--- src/rtl/can_ctrl_frame_gen.sv ---
// CAN overload / active-error / passive-error frame generator with flag superposition,
// overload limiting and delimiter checking. Optional stuck-dominant detection: CTRL_STUCK_DOM_EN.
module can_ctrl_frame_gen #(
  parameter int unsigned FLAG_BITS    = 6,
  parameter int unsigned DELIM_BITS   = 8,
  parameter int unsigned MAX_OVERLOAD = 2,
  parameter int unsigned DOM_LIMIT    = 8,
  parameter int unsigned CNT_W        = 4
) (
  input  logic             clock,
  input  logic             reset_n,
  input  logic             enable,
  input  logic             sample_point,
  input  logic             rx_bit,
  input  logic             sof,
  input  logic             req_overload,
  input  logic             req_error,
  input  logic             error_passive,
  output logic             tx_bit,
  output logic             busy,
  output logic [1:0]       frame_type,
  output logic [CNT_W-1:0] bit_counter,
  output logic             frame_done,
  output logic             overload_rejected,
  output logic             bit_error,
  output logic             form_error,
  output logic             stuck_dominant
);

  typedef enum logic [2:0] {StIdle, StFlag, StWait, StDelim, StDone} state_e;

  localparam logic [1:0]       FtOverload  = 2'b01;
  localparam logic [1:0]       FtActiveErr = 2'b10;
  localparam int unsigned      OvlW        = $clog2(MAX_OVERLOAD + 2);
  localparam logic [OvlW-1:0]  OvlMax      = OvlW'(MAX_OVERLOAD);
  localparam logic [CNT_W-1:0] FlagLast    = CNT_W'(FLAG_BITS - 1);
  localparam logic [CNT_W-1:0] DelimLast   = CNT_W'(DELIM_BITS - 1);
  localparam logic [CNT_W-1:0] CntMax      = {CNT_W{1'b1}};

  if (FLAG_BITS >= 2**CNT_W || DELIM_BITS >= 2**CNT_W || DOM_LIMIT >= 2**CNT_W) begin : g_bad_cfg
    $error("can_ctrl_frame_gen: FLAG_BITS, DELIM_BITS and DOM_LIMIT must be < 2**CNT_W");
  end

  state_e           state_q, state_d;
  logic             tx_q, tx_d;
  logic [1:0]       ft_q, ft_d;
  logic [CNT_W-1:0] cnt_q, cnt_d, cnt_inc;
  logic [OvlW-1:0]  ovl_q, ovl_d;
  logic             done_q, done_d;
  logic             rej_q, rej_d;
  logic             berr_q, berr_d;
  logic             ferr_q, ferr_d;
  logic             preempt, restart;
`ifdef CTRL_STUCK_DOM_EN
  localparam logic [CNT_W-1:0] DomLimit = CNT_W'(DOM_LIMIT);
  logic             stuck_q, stuck_d;
`endif

  assign cnt_inc = cnt_q + 1'b1;
  // Only overload frames can be pre-empted by an error request.
  assign preempt = req_error && (ft_q == FtOverload) &&
                   (state_q inside {StFlag, StWait, StDelim});

  always_comb begin
    state_d = state_q;
    tx_d    = tx_q;
    ft_d    = ft_q;
    cnt_d   = cnt_q;
    ovl_d   = sof ? '0 : ovl_q;
    done_d  = 1'b0;
    rej_d   = 1'b0;
    berr_d  = 1'b0;
    ferr_d  = 1'b0;
    restart = 1'b0;
`ifdef CTRL_STUCK_DOM_EN
    stuck_d = 1'b0;
`endif
    if (preempt) begin
      restart = 1'b1;
    end else begin
      case (state_q)
        StIdle: begin
          if (req_error) begin
            restart = 1'b1;
          end else if (req_overload) begin
            if (ovl_q < OvlMax) begin
              state_d = StFlag;
              ft_d    = FtOverload;
              cnt_d   = '0;
              tx_d    = 1'b0;
              ovl_d   = (sof ? '0 : ovl_q) + 1'b1;
            end else begin
              rej_d = 1'b1;
            end
          end
        end
        StFlag: begin
          if (sample_point) begin
            if (ft_q == FtActiveErr && rx_bit) berr_d = 1'b1;
            if (cnt_q == FlagLast) begin
              state_d = StWait;
              tx_d    = 1'b1;
              cnt_d   = '0;
            end else begin
              cnt_d = cnt_inc;
            end
          end
        end
        StWait: begin
          tx_d = 1'b1;
          if (sample_point) begin
            if (!rx_bit) begin
              cnt_d = (cnt_q == CntMax) ? cnt_q : cnt_inc;
`ifdef CTRL_STUCK_DOM_EN
              if (cnt_d == DomLimit) begin
                stuck_d = 1'b1;
                state_d = StFlag;
                ft_d    = FtActiveErr;
                cnt_d   = '0;
                tx_d    = 1'b0;
              end
`endif
            end else begin
              // The first recessive bit seen here is already delimiter bit 1.
              state_d = StDelim;
              cnt_d   = CNT_W'(1);
            end
          end
        end
        StDelim: begin
          tx_d = 1'b1;
          if (sample_point) begin
            if (!rx_bit) begin
              ferr_d  = 1'b1;
              restart = 1'b1;
            end else begin
              cnt_d = cnt_inc;
              if (cnt_q == DelimLast) begin
                state_d = StDone;
                done_d  = 1'b1;
              end
            end
          end
        end
        StDone:  state_d = StIdle;
        default: state_d = StIdle;
      endcase
    end
    if (restart) begin
      state_d = StFlag;
      ft_d    = {1'b1, error_passive};
      cnt_d   = '0;
      tx_d    = error_passive;
    end
  end

  always_ff @(posedge clock) begin
    if (!reset_n || !enable) begin
      state_q <= StIdle;
      tx_q    <= 1'b1;
      ft_q    <= 2'b00;
      cnt_q   <= '0;
      ovl_q   <= '0;
      done_q  <= 1'b0;
      rej_q   <= 1'b0;
      berr_q  <= 1'b0;
      ferr_q  <= 1'b0;
`ifdef CTRL_STUCK_DOM_EN
      stuck_q <= 1'b0;
`endif
    end else begin
      state_q <= state_d;
      tx_q    <= tx_d;
      ft_q    <= ft_d;
      cnt_q   <= cnt_d;
      ovl_q   <= ovl_d;
      done_q  <= done_d;
      rej_q   <= rej_d;
      berr_q  <= berr_d;
      ferr_q  <= ferr_d;
`ifdef CTRL_STUCK_DOM_EN
      stuck_q <= stuck_d;
`endif
    end
  end

  assign tx_bit            = tx_q;
  assign busy              = (state_q != StIdle);
  assign frame_type        = ft_q;
  assign bit_counter       = cnt_q;
  assign frame_done        = done_q;
  assign overload_rejected = rej_q;
  assign bit_error         = berr_q;
  assign form_error        = ferr_q;
`ifdef CTRL_STUCK_DOM_EN
  assign stuck_dominant    = stuck_q;
`else
  assign stuck_dominant    = 1'b0;
`endif

endmodule

--- config.mk ---
export PLATFORM = sky130hd
export DESIGN_NAME = can_ctrl_frame_gen
export DESIGN_NICKNAME = d
export VERILOG_FILES = /design/src/rtl/can_ctrl_frame_gen.sv
export SDC_FILE = /design/constraint.sdc
export NUM_CORES = 1
export LEC_CHECK = 0
export ABC_AREA = 1
export BUFFER_PORTS_ARGS = -buffer_cell sky130_fd_sc_hd__buf_2
export CAP_MARGIN = 15
export CORE_UTILIZATION = 53
export CTS_CLUSTER_SIZE = 20
export DETAILED_ROUTE_END_ITERATION = 10
export PLACE_DENSITY = 0.88
export SLEW_MARGIN = 20
export SYNTH_ARGS = -nofsm -noshare
export SYNTH_HDL_FRONTEND = slang
export SYNTH_SLANG_ARGS = --single-unit
export TNS_END_PERCENT = 30
--- constraint.sdc ---
create_clock -name clock -period 1.8 [get_ports clock]
set_input_delay 0.27 -clock clock [delete_from_list [all_inputs] [get_ports clock]]
set_output_delay 0.27 -clock clock [all_outputs]
set_load 0.05 [all_outputs]
## Yosys cells after proc, flatten, opt, wreduce, memory -nomap -nowiden

Index checks and enable logic that the tools add are counted.

- Bits in registers: 16
- Input port bits: 9
- Logic and storage cells: 128

- Muxes and demuxes: 52
- Bitwise gates (word level): 7
- Order comparisons: 1
- Reduce and logical (&&, ||, !) cells: 25
- Equality and inequality tests: 31
- $add $sub $neg: 2

Operators with widths:

| cell | number |
|---|---|
| $mux 4 | 10 |
| $mux 3 | 10 |
| $ne 3x3->1 const B | 9 |
| $mux 2 | 12 |
| $reduce_and 11->1 | 2 |
| $mux 1 | 16 |
| $ne 2x2->1 const B | 8 |
| $pmux 4 s4 | 1 |
| $pmux 3 s4 | 1 |
| $reduce_and 10->1 | 1 |
| $reduce_or 5->1 | 2 |
| $eq 4x3->1 const B | 2 |
| $ne 2x1->1 const B | 4 |
| $reduce_bool 4->1 | 2 |
| $not 1->1 | 7 |
| $reduce_and 7->1 | 1 |
| $eq 3x2->1 const B | 2 |
| $ne 3x2->1 const B | 2 |
| $reduce_bool 2->1 | 3 |
| $reduce_bool 3->1 | 2 |
| $reduce_and 5->1 | 1 |
| $add 4x1->4 const B | 1 |
| $eq 4x4->1 const B | 1 |
| $reduce_or 2->1 | 2 |
| other kinds (13) | 16 |

## Logic depth before layout (Yosys ltp)

Gate-level depths: netlist of run 1.

- Depth after elaboration: 7
- Mapped depth: 11
- Gate-level depth less buffers: 10

## Worst setup path before layout of run 1

Ideal clock, no wire load.

- Path type: reg2reg
- Start point: register cnt_q[0], in the netlist bit_counter[0]
- End point: register cnt_q[3], in the netlist bit_counter[3]
- Path slack: 0.061 ns
- Required time: 1.687 ns
- Library setup time: 0.113 ns
- Buffers on the path: 0
- Cell stages (with the launch flop): 11
- Arrival: 1.625 ns
- Cell sequence: dfxtp_1 ha_1 nand2_1 inv_1 nand2_1 nor2_1 nor2_4 nand3_4 nor2_1 nor2_1 nor2_2

- Longest elaborated chain between the ends: 5
- Elaborated cells between the ends (all ways): 13
- Those cells by class: add/sub: 1; eq/ne: 3; mux: 8; reduce/logical: 1

RTL lines:

| item | line | text |
|---|---|---|
| start: declaration | 47 | `logic [CNT_W-1:0] cnt_q, cnt_d, cnt_inc;` |
| start signal: assignment | 175 | `cnt_q <= cnt_d;` |
| $add 4x1->4 | 59 | `assign cnt_inc = cnt_q + 1'b1;` |
| $mux 4 | 113 | `cnt_d = (cnt_q == CntMax) ? cnt_q : cnt_inc;` |
| $mux 4 | 112 | `if (!rx_bit) begin` |
| $mux 4 | 111 | `if (sample_point) begin` |
| $pmux 4 s4 | 81 | `case (state_q)` |

Parallel ways exist; a longest one is shown, timed or not. The select of a mux whose other input is x is not followed.
A chain may end at the register's enable or synchronous reset.

## Final worst setup path of run 1

- Start point: register state_q[1]
- End point: output busy

- Longest elaborated chain between the ends: 1

RTL lines:

| item | line | text |
|---|---|---|
| start: declaration | 44 | `state_e state_q, state_d;` |
| start signal: assignment | 159 | `state_q <= StIdle;` |
| start signal: assignment | 172 | `state_q <= state_d;` |
| $reduce_bool 3->1 | 188 | `assign busy = (state_q != StIdle);` |
| end: declaration | 20 | `output logic busy,` |

No other way between the ends.

==> summary.txt, run 1 <==
total power: 0.0008047 W
Synth Net Count: 172
CP startpoint kind: flop
status: finished, final reports clean
Reg2Reg Capture Point: state_q[0]
Arrival @ worst endpoint: 1340 ps
max-slew violation count: 0
Reg power frac: 46.5%
hold worst-path end: overload_rejected
core area: 1802 sq um
Net Sw Frac: 32.68%
Max Cap Viol: 0
Starting DRT DRC Count: 56
Detailed Route WL: 2.386 mm
DRC violation count after routing: 0
static leakage power: 0.5953 nW
R2R setup slack: 250 ps
Nets: 195
DRT Pass-1 Iters: 4
clock power share: 30.1%
HP Start: req_error
first-pass GRT wire length: 3.684 mm
CTS clk-pin slew, worst paths: 100 ps
most used standard cell by instance count after synthesis: nand2_1
diode count: 0
EDFF count, synth: 0
Buf+Inv Stages, Crit Path: 2
Critical Path RT: 1530 ps
clock sinks: 16
CP Capture Type: output pin
Antenna Nets Post-Route: 0
Via Count: 1100
Max Clk Rate: 0.6217 GHz
worst reg2reg path startpoint: state_q[1]
Post-CTS Setup Inserts: 0
#FFs+latches synth: 16
starting density of the core: 58.40%
Async S/R FF share, synth: 0%
critical path's largest stage delay: 490 ps
sequential-to-total area share from yosys stat: 30.44%
CP Cell Sequence: inv_1, nand2_4, buf_2
CTS tree: done
Comb pwr share: 23.4%
CP Max Fanout: 8
WS Path Type: flop to output pin
final hold viol count: 0
worst-case setup slack after placement: 309.5 ps
setup slack after layout: 191.6 ps
routability congestion estimate from global placement: 0.9314
Int Pwr: 0.0005417 W
FF-to-FF path depth: 9
die area: 2167 sq um
pin count of the biggest net entering global routing: 10
slowest stage cell, crit path: dfxtp_1
I/O Buffers: 20
Pwr Density: 666.5 nW/um^2
Die H: 46.56 um
Clock Path Buffers: 2
row count: 15
hold depth: 2
Final HPWL DP: 1.926 mm
vias in the first global route: 877
post-synth top area share: 30.44%
Placed Area: 1171 sq um
synth warn: 0
Skew-Pair Late Insertion Delay: 290 ps
clock root buffer: clkbuf_4
final worst path period need: 1608 ps
Vias/cell: 5.288
final worst-path cycle share: 89.35%
P_sw: 0.0002630 W
Inst Count DP: 204
Avg Inst Size Synth: 6.536 sq um
Total GRT Usage: 24.20%
Post-CTS Hold Buffers: 0
Netlist cell types: 26
final global-route overflow total: 0
Cell Area, Synth: 1052 sq um
top cells by count, synth: 41 x nand2_1, 19 x inv_1, 19 x nor2_1
htree depth: 1
final std cells w/o fill: 208
top_reg_cell synth: dfxtp_1
Ports: 22
fraction of final layout cells sized beyond drive strength 1: 26.78%
clock skew: 6.077 ps
initial antenna violation count: 0
worst vdd ir: 431.0 uV
cell area after layout: 1207 sq um
final setup vio count: 0
Fin Setup TNS: 0 ps
CTS Buf Count: 3
per-cell routed wire length: 11.47 um
Yosys top cell by area: dfxtp_1
Cells after Synth: 161
Area contributors post-synth: dfxtp_1 30%, nand2_1 15%, inv_1 6.8%
CTS resizes: 0
worst hold path class: input pin to flop
RSZ-0062 raised after global routing: false
P&R area growth vs syn: 14.74%
Top delay family on crit path: flip-flops
Die X: 46.56 um
power groups by stage:
stage	Sequential (W)	Clock, W	Combinational [W]
floorplan	0.000402	0	0.000123
global placement	0.000381	0	0.000182
detailed placement	0.000382	0	0.000186
CTS	0.000374	0.000240	0.000187
global route	0.000376	0.000261	0.000206
finish	0.000374	0.000242	0.000189
flip-flops by register name, summed over array words and instances, names as in the netlist:
| signal | count |
|---|---|
| bit_error | 1 |
| bit_counter | 4 |
| state_q | 3 |
| frame_done | 1 |
| tx_bit | 1 |
| overload_rejected | 1 |
| form_error | 1 |
| ovl_q | 2 |
| frame_type | 2 |
metal layers:
layer  GRT usage (%)  up-vias  part of all wire (%)
li1                -      558                     -
met1           32.94      482                    43
met2           36.39       51                    48
met3           2.353        9                   6.4
met4           14.12        0                   2.9
met5               0        -                     0
placed cells by master, fill, tap and decap left out, drive strengths merged:
master / instances
o22ai: 1
a21oi: 8
inv: 25
nor2: 29
nand3: 17
clkbuf: 4
nor4: 2
nand2: 44
o21ai: 6
nand4: 3
ha: 2
nor3: 5
dfxtp: 16
conb: 1
buf: 20
stage by stage:
| stage | hold WS, ps | util [%] |
|---|---|---|
| 2_1_floorplan | 347.8 | - |
| 3_3_place_gp | 453.1 | 65.00 |
| 3_5_place_dp | 453.2 | 65.00 |
| 4_1_cts | 199.1 | 67.01 |
| 5_1_grt | 185.8 | 67.01 |
| 6_report | 195.8 | 67.01 |
area by class of cell:
type | instances | area [sq um]
clock buffers | 4 | 36.28
fillers | 155 | 594.3
inverters | 25 | 93.84
multi-input cells | 118 | 625.6
flip-flops and latches | 16 | 320.3
well taps | 25 | 31.28
repair buffers | 20 | 100.1
how the worst max path moves through the flow:
stage	to	start	slack [ps]	depth (start not counted)
CTS	busy	state_q[1]	200	3
finish	busy	state_q[1]	190	3
floorplan	bit_counter[3]	bit_counter[0]	60	10
global placement	bit_counter[3]	state_q[2]	370	9
global route	busy	state_q[1]	130	3
detailed placement	state_q[0]	state_q[1]	310	9
logic make-up after synthesis:
logic type      Yosys count  synth area share, %
compound gates           15                7.967
fa+ha+maj                 2                2.378
buf+inv                  27                10.11
flops                    16                30.44
other cells               1               0.3564
simple gates            100                48.75
Note: power is estimated with default switching activity, not from simulation.
==> run 2, diff against run 1 <==
- RECOVER_POWER: default -> 100
==> summary.txt, run 2 (synthesized netlist as in run 1, its figures left out) <==
Max Clk Rate: 0.5952 GHz (-4.3%)
max-slew violation count: 0 (unchanged)
Pwr Density: 685.0 nW/um^2 (+2.8%)
DRC violation count after routing: 0 (unchanged)
Antenna Nets Post-Route: 0 (unchanged)
CP endpoint: busy
most common cell after layout, fill and taps aside: nand2_1
Util after Layout: 64.65% (-2.4 points)
Nets: 195 (unchanged)
Die X: 46.56 um (unchanged)
static leakage power: 0.5480 nW (-7.9%)
Detailed Route WL: 2.400 mm (+0.59%)
fillers: 169 (+9.0%)
CTS clk-pin slew, worst paths: 100 ps (about the same)
pin count of the biggest net entering global routing: 10 (unchanged)
per-cell routed wire length: 11.54 um (+0.59%)
Slew headroom: 60.72%
final hold viol count: 0 (unchanged)
worst hold path class: input pin to flop
row count: 15 (unchanged)
critical path's largest stage delay: 390 ps (-100 ps)
fraction of final layout cells sized beyond drive strength 1: 16.94% (-9.8 points)
Via Count: 1102 (+0.18%)
WS Path Type: flop to output pin
final worst-path cycle share: 93.34% (+4.0 points)
worst reg2reg path startpoint: state_q[1]
number of flip-flops in the largest register: 4 (unchanged)
RSZ-0062 raised after global routing: false
Fin Setup TNS: 0 ps (unchanged)
Max Cap Viol: 0 (unchanged)
Critical Path RT: 1530 ps (about the same)
Final HPWL DP: 1.926 mm (unchanged)
R2R setup slack: 150 ps (-100 ps)
FF-to-FF path depth: 7 (-2)
Total GRT Usage: 24.20% (unchanged)
htree depth: 1 (unchanged)
most frequent cells in the layout: 42 x nand2_1, 22 x nor2_1, 21 x inv_1, 16 x dfxtp_1, 14 x nand3_1
first-pass GRT wire length: 3.684 mm (unchanged)
Arrival @ worst endpoint: 1410 ps (+70 ps)
CTS Buf Count: 3 (unchanged)
final global-route overflow total: 0 (unchanged)
slowest stage cell, crit path: dfxtp_1
final worst path period need: 1680 ps (+71.77 ps)
CP Cell Sequence: nor2_1, nand2_4, clkbuf_2
status: finished, final reports clean
CTS resizes: 0 (unchanged)
CTS tree: done
Die H: 46.56 um (unchanged)
DRT Pass-1 Iters: 4 (unchanged)
CP Max Fanout: 7 (-1)
CP Capture Type: output pin
Clock Path Buffers: 2 (unchanged)
core area: 1802 sq um (unchanged)
Vias/cell: 5.298 (+0.18%)
Reg2Reg Capture Point: tx_bit
Post-CTS Setup Inserts: 0 (unchanged)
Ports: 22 (unchanged)
worst vdd ir: 429.4 uV (-0.37%)
initial antenna violation count: 0 (unchanged)
Skew-Pair Late Insertion Delay: 290 ps (about the same)
CP startpoint kind: flop
final std cells w/o fill: 208 (unchanged)
clock root buffer: clkbuf_4
die area: 2167 sq um (unchanged)
total power: 0.0007979 W (-0.84%)
routability congestion estimate from global placement: 0.9314 (unchanged)
final setup vio count: 0 (unchanged)
diode count: 0 (unchanged)
P&R area growth vs syn: 10.70%
CP Launch Point: state_q[2]
clock skew: 6.829 ps (+0.7522 ps)
Inst Count DP: 204 (unchanged)
slew at the pin with the worst max-slew slack: 591.7 ps
Starting DRT DRC Count: 78 (+39%)
clock sinks: 16 (unchanged)
vias in the first global route: 877 (unchanged)
Post-CTS Hold Buffers: 0 (unchanged)
I/O Buffers: 20 (unchanged)
starting density of the core: 58.40% (unchanged)
==> run 2: changes by cell type in the layout (fill, tap and decap cells not counted), moves of 2 or more <==
cell      before  now
inv_1         19   21
inv_2          6    4
nor2_1        19   22
clkbuf_1       0   11
nor2_4         4    1
buf_2         20    8
==> run 2: metal layers <==
| metal | GRT usage (%) | vias to the layer above | share of wire (%) |
|---|---|---|---|
| li1 | - | 554 | - |
| met1 | 32.94 | 480 | 43 |
| met2 | 36.39 | 58 | 47 |
| met3 | 2.353 | 10 | 6.0 |
| met4 | 14.12 | 0 | 3.2 |
| met5 | 0 | - | 0 |
==> run 2: area by class of cell <==
class / instances / area, sq um / area share, %
Clock buffer: 4 / 36.28 / 3.115
Timing Repair Buffer: 20 / 86.33 / 7.411
Inverter: 25 / 93.84 / 8.056
Tap cell: 25 / 31.28 / 2.685
Multi-Input combinational cell: 118 / 596.8 / 51.24
Sequential cell: 16 / 320.3 / 27.50
==> run 2: power by group <==
group	switching [W]	internal, W	total, W
combinational	0.000132	0.0000517	0.000183
clock	0.000119	0.000123	0.000242
sequential	0.00000987	0.000363	0.000373
==> run 2: worst min path at each step <==
stage	slack, ps	endpoint	startpoint	cells after the start
floorplan	350	overload_rejected	req_error	1
global placement	450	ovl_q[1]	ovl_q[1]	2
detailed placement	450	ovl_q[1]	ovl_q[1]	2
CTS	200	overload_rejected	req_error	2
global route	180	overload_rejected	req_error	2
finish	200	overload_rejected	req_error	2
==> run 2: through the flow <==
step	hold slack (ps)	setup WS, ps	instance area [sq um]
final	195.9	119.8	1165
after global routing	184.3	70.86	1165
after CTS	199.1	202.7	1207
after detailed placement	453.2	309.5	1171
after global placement	453.1	369.3	1171
after floorplan	347.8	61.14	1052
==> run 2: critical path, delay by kind of cell (launching register included) <==
kind	cells	cell delay [ps]
buffers and inverters	1	260
flip-flops	1	390
AND/OR/NAND/NOR	2	460
==> run 3, diff against run 2 <==
- CORE_ASPECT_RATIO: default -> 1.1
==> summary.txt, run 3 (synthesized netlist as in run 1, its figures left out) <==
cell area after layout: 1160 sq um (-0.43%)
hold depth: 2 (unchanged)
Fin Setup TNS: 0 ps (unchanged)
DRT Pass-1 Iters: 4 (unchanged)
starting density of the core: 57.76% (-0.64 points)
Post-CTS Setup Inserts: 0 (unchanged)
vias in the first global route: 960 (+9.5%)
I/O Buffers: 20 (unchanged)
clock sinks: 16 (unchanged)
CP Capture Type: output pin
hold worst-path end: overload_rejected
Reg power frac: 46.6% (about the same)
WS Path Type: flop to output pin
Comb pwr share: 22.8% (-0.2 points)
total power: 0.0007999 W (+0.24%)
most common cell after layout, fill and taps aside: nand2_1
Int Pwr: 0.0005369 W (-0.19%)
FF-to-FF path depth: 9 (+2)
number of flip-flops in the largest register: 4 (unchanged)
CP Launch Point: state_q[2]
clock skew: 1.034 ps (-5.795 ps)
DRC violation count after routing: 0 (unchanged)
diode count: 0 (unchanged)
final global-route overflow total: 0 (unchanged)
final setup vio count: 0 (unchanged)
max-slew violation count: 0 (unchanged)
clock root buffer: clkbuf_4
critical path's largest stage delay: 390 ps (about the same)
Critical Path RT: 1530 ps (about the same)
htree depth: 1 (unchanged)
Reg2Reg Capture Point: state_q[1]
Top delay family on crit path: simple AND/OR/NAND/NOR gates
Pwr Density: 689.6 nW/um^2 (+0.68%)
CP Max Fanout: 7 (unchanged)
final std cells w/o fill: 210 (+0.96%)
static leakage power: 0.5458 nW (-0.41%)
per-cell routed wire length: 11.24 um (-2.6%)
fillers: 181 (+7.1%)
Max Clk Rate: 0.6011 GHz (+0.99%)
Max Cap Viol: 0 (unchanged)
Post-CTS Hold Buffers: 0 (unchanged)
Total GRT Usage: 24.25% (+0.055 points)
Min Hold Slack: 184.0 ps (-11.83 ps)
Skew-Pair Late Insertion Delay: 300 ps (about the same)
R2R setup slack: 190 ps (+40 ps)
Starting DRT DRC Count: 26 (-67%)
Detailed Route WL: 2.361 mm (-1.6%)
Die X: 44.49 um (-4.4%)
Inst Count DP: 206 (+0.98%)
routability congestion estimate from global placement: 1.042 (+12%)
CTS resizes: 0 (unchanged)
P&R area growth vs syn: 10.23%
Placed Area: 1174 sq um (+0.21%)
Antenna Nets Post-Route: 0 (unchanged)
Multi-input gate area: 589.3 sq um (-1.3%)
status: finished, final reports clean
Slew headroom: 59.94% (-0.78 points)
Final HPWL DP: 1.871 mm (-2.8%)
Net Sw Frac: 32.87% (+0.29 points)
CP startpoint kind: flop
slowest stage cell, crit path: dfxtp_1
first-pass GRT wire length: 3.919 mm (+6.4%)
Vias/cell: 5.148 (-2.8%)
Arrival @ worst endpoint: 1390 ps (-20 ps)
P_sw: 0.0002630 W (+1.1%)
CTS Buf Count: 3 (unchanged)
final worst-path cycle share: 92.43% (-0.91 points)
pin count of the biggest net entering global routing: 10 (unchanged)
initial antenna violation count: 0 (unchanged)
CTS clk-pin slew, worst paths: 90 ps (about the same)
RSZ-0062 raised after global routing: false
Die H: 48.73 um (+4.7%)
most frequent cells in the layout: 42 x nand2_1, 24 x nor2_1, 20 x inv_1, 16 x dfxtp_1, 14 x nand3_1
final worst path period need: 1664 ps (-16.40 ps)
row count: 16 (+1)
Ports: 22 (unchanged)
Via Count: 1081 (-1.9%)
final hold viol count: 0 (unchanged)
Sequential Area: 320.3 sq um (unchanged)
slew at the pin with the worst max-slew slack: 603.5 ps (+11.82 ps)
fraction of final layout cells sized beyond drive strength 1: 16.39% (-0.55 points)
worst vdd ir: 484.3 uV (+13%)
HP Start: req_error
Nets: 195 (unchanged)
Buf+Inv Stages, Crit Path: 1 (unchanged)
worst hold path class: input pin to flop
Clock Path Buffers: 2 (unchanged)
CTS tree: done
CP Cell Sequence: nor2_1, nand2_4, clkbuf_2
core area: 1822 sq um (+1.1%)
die area: 2168 sq um (about the same)
clock power share: 30.6% (+0.3 points)
worst reg2reg path startpoint: state_q[2]
run 3: worst max-delay path by stage:
stage | end | slack, ps | cells after the start
global placement | bit_counter[3] | 360 | 10
finish | busy | 140 | 3
global route | state_q[1] | 80 | 9
detailed placement | state_q[1] | 320 | 9
floorplan | bit_counter[3] | 60 | 10
CTS | busy | 200 | 3
run 3: metal layers:
layer  track usage, %  wire (um)
met1            30.86       1043
met2            37.99       1152
met3            3.731         81
met4            13.64         84
met5                0          0
run 3: cell type report:
| type | instances | share of cell area, % |
|---|---|---|
| clock buffers | 4 | 3.128 |
| well taps | 27 | 2.913 |
| repair buffers | 20 | 7.443 |
| multi-input cells | 118 | 50.81 |
| inverters | 25 | 8.091 |
| flip-flops and latches | 16 | 27.62 |
run 3: per-stage QoR:
stage / worst slack (ps) / utilization [%]
after floorplan: 61.14 / -
after global placement: 363.2 / 64.42
after detailed placement: 315.3 / 64.42
after CTS: 198.1 / 66.41
after global routing: 79.24 / 63.67
final: 136.2 / 63.67
run 3: power by group through the flow:
stage          Combinational (W)  Sequential (W)  Clock (W)
2_1_floorplan           0.000123        0.000402          0
3_3_place_gp            0.000181        0.000381          0
3_5_place_dp            0.000186        0.000381          0
4_1_cts                 0.000187        0.000373   0.000251
5_1_grt                 0.000200        0.000375   0.000266
6_report                0.000182        0.000373   0.000245
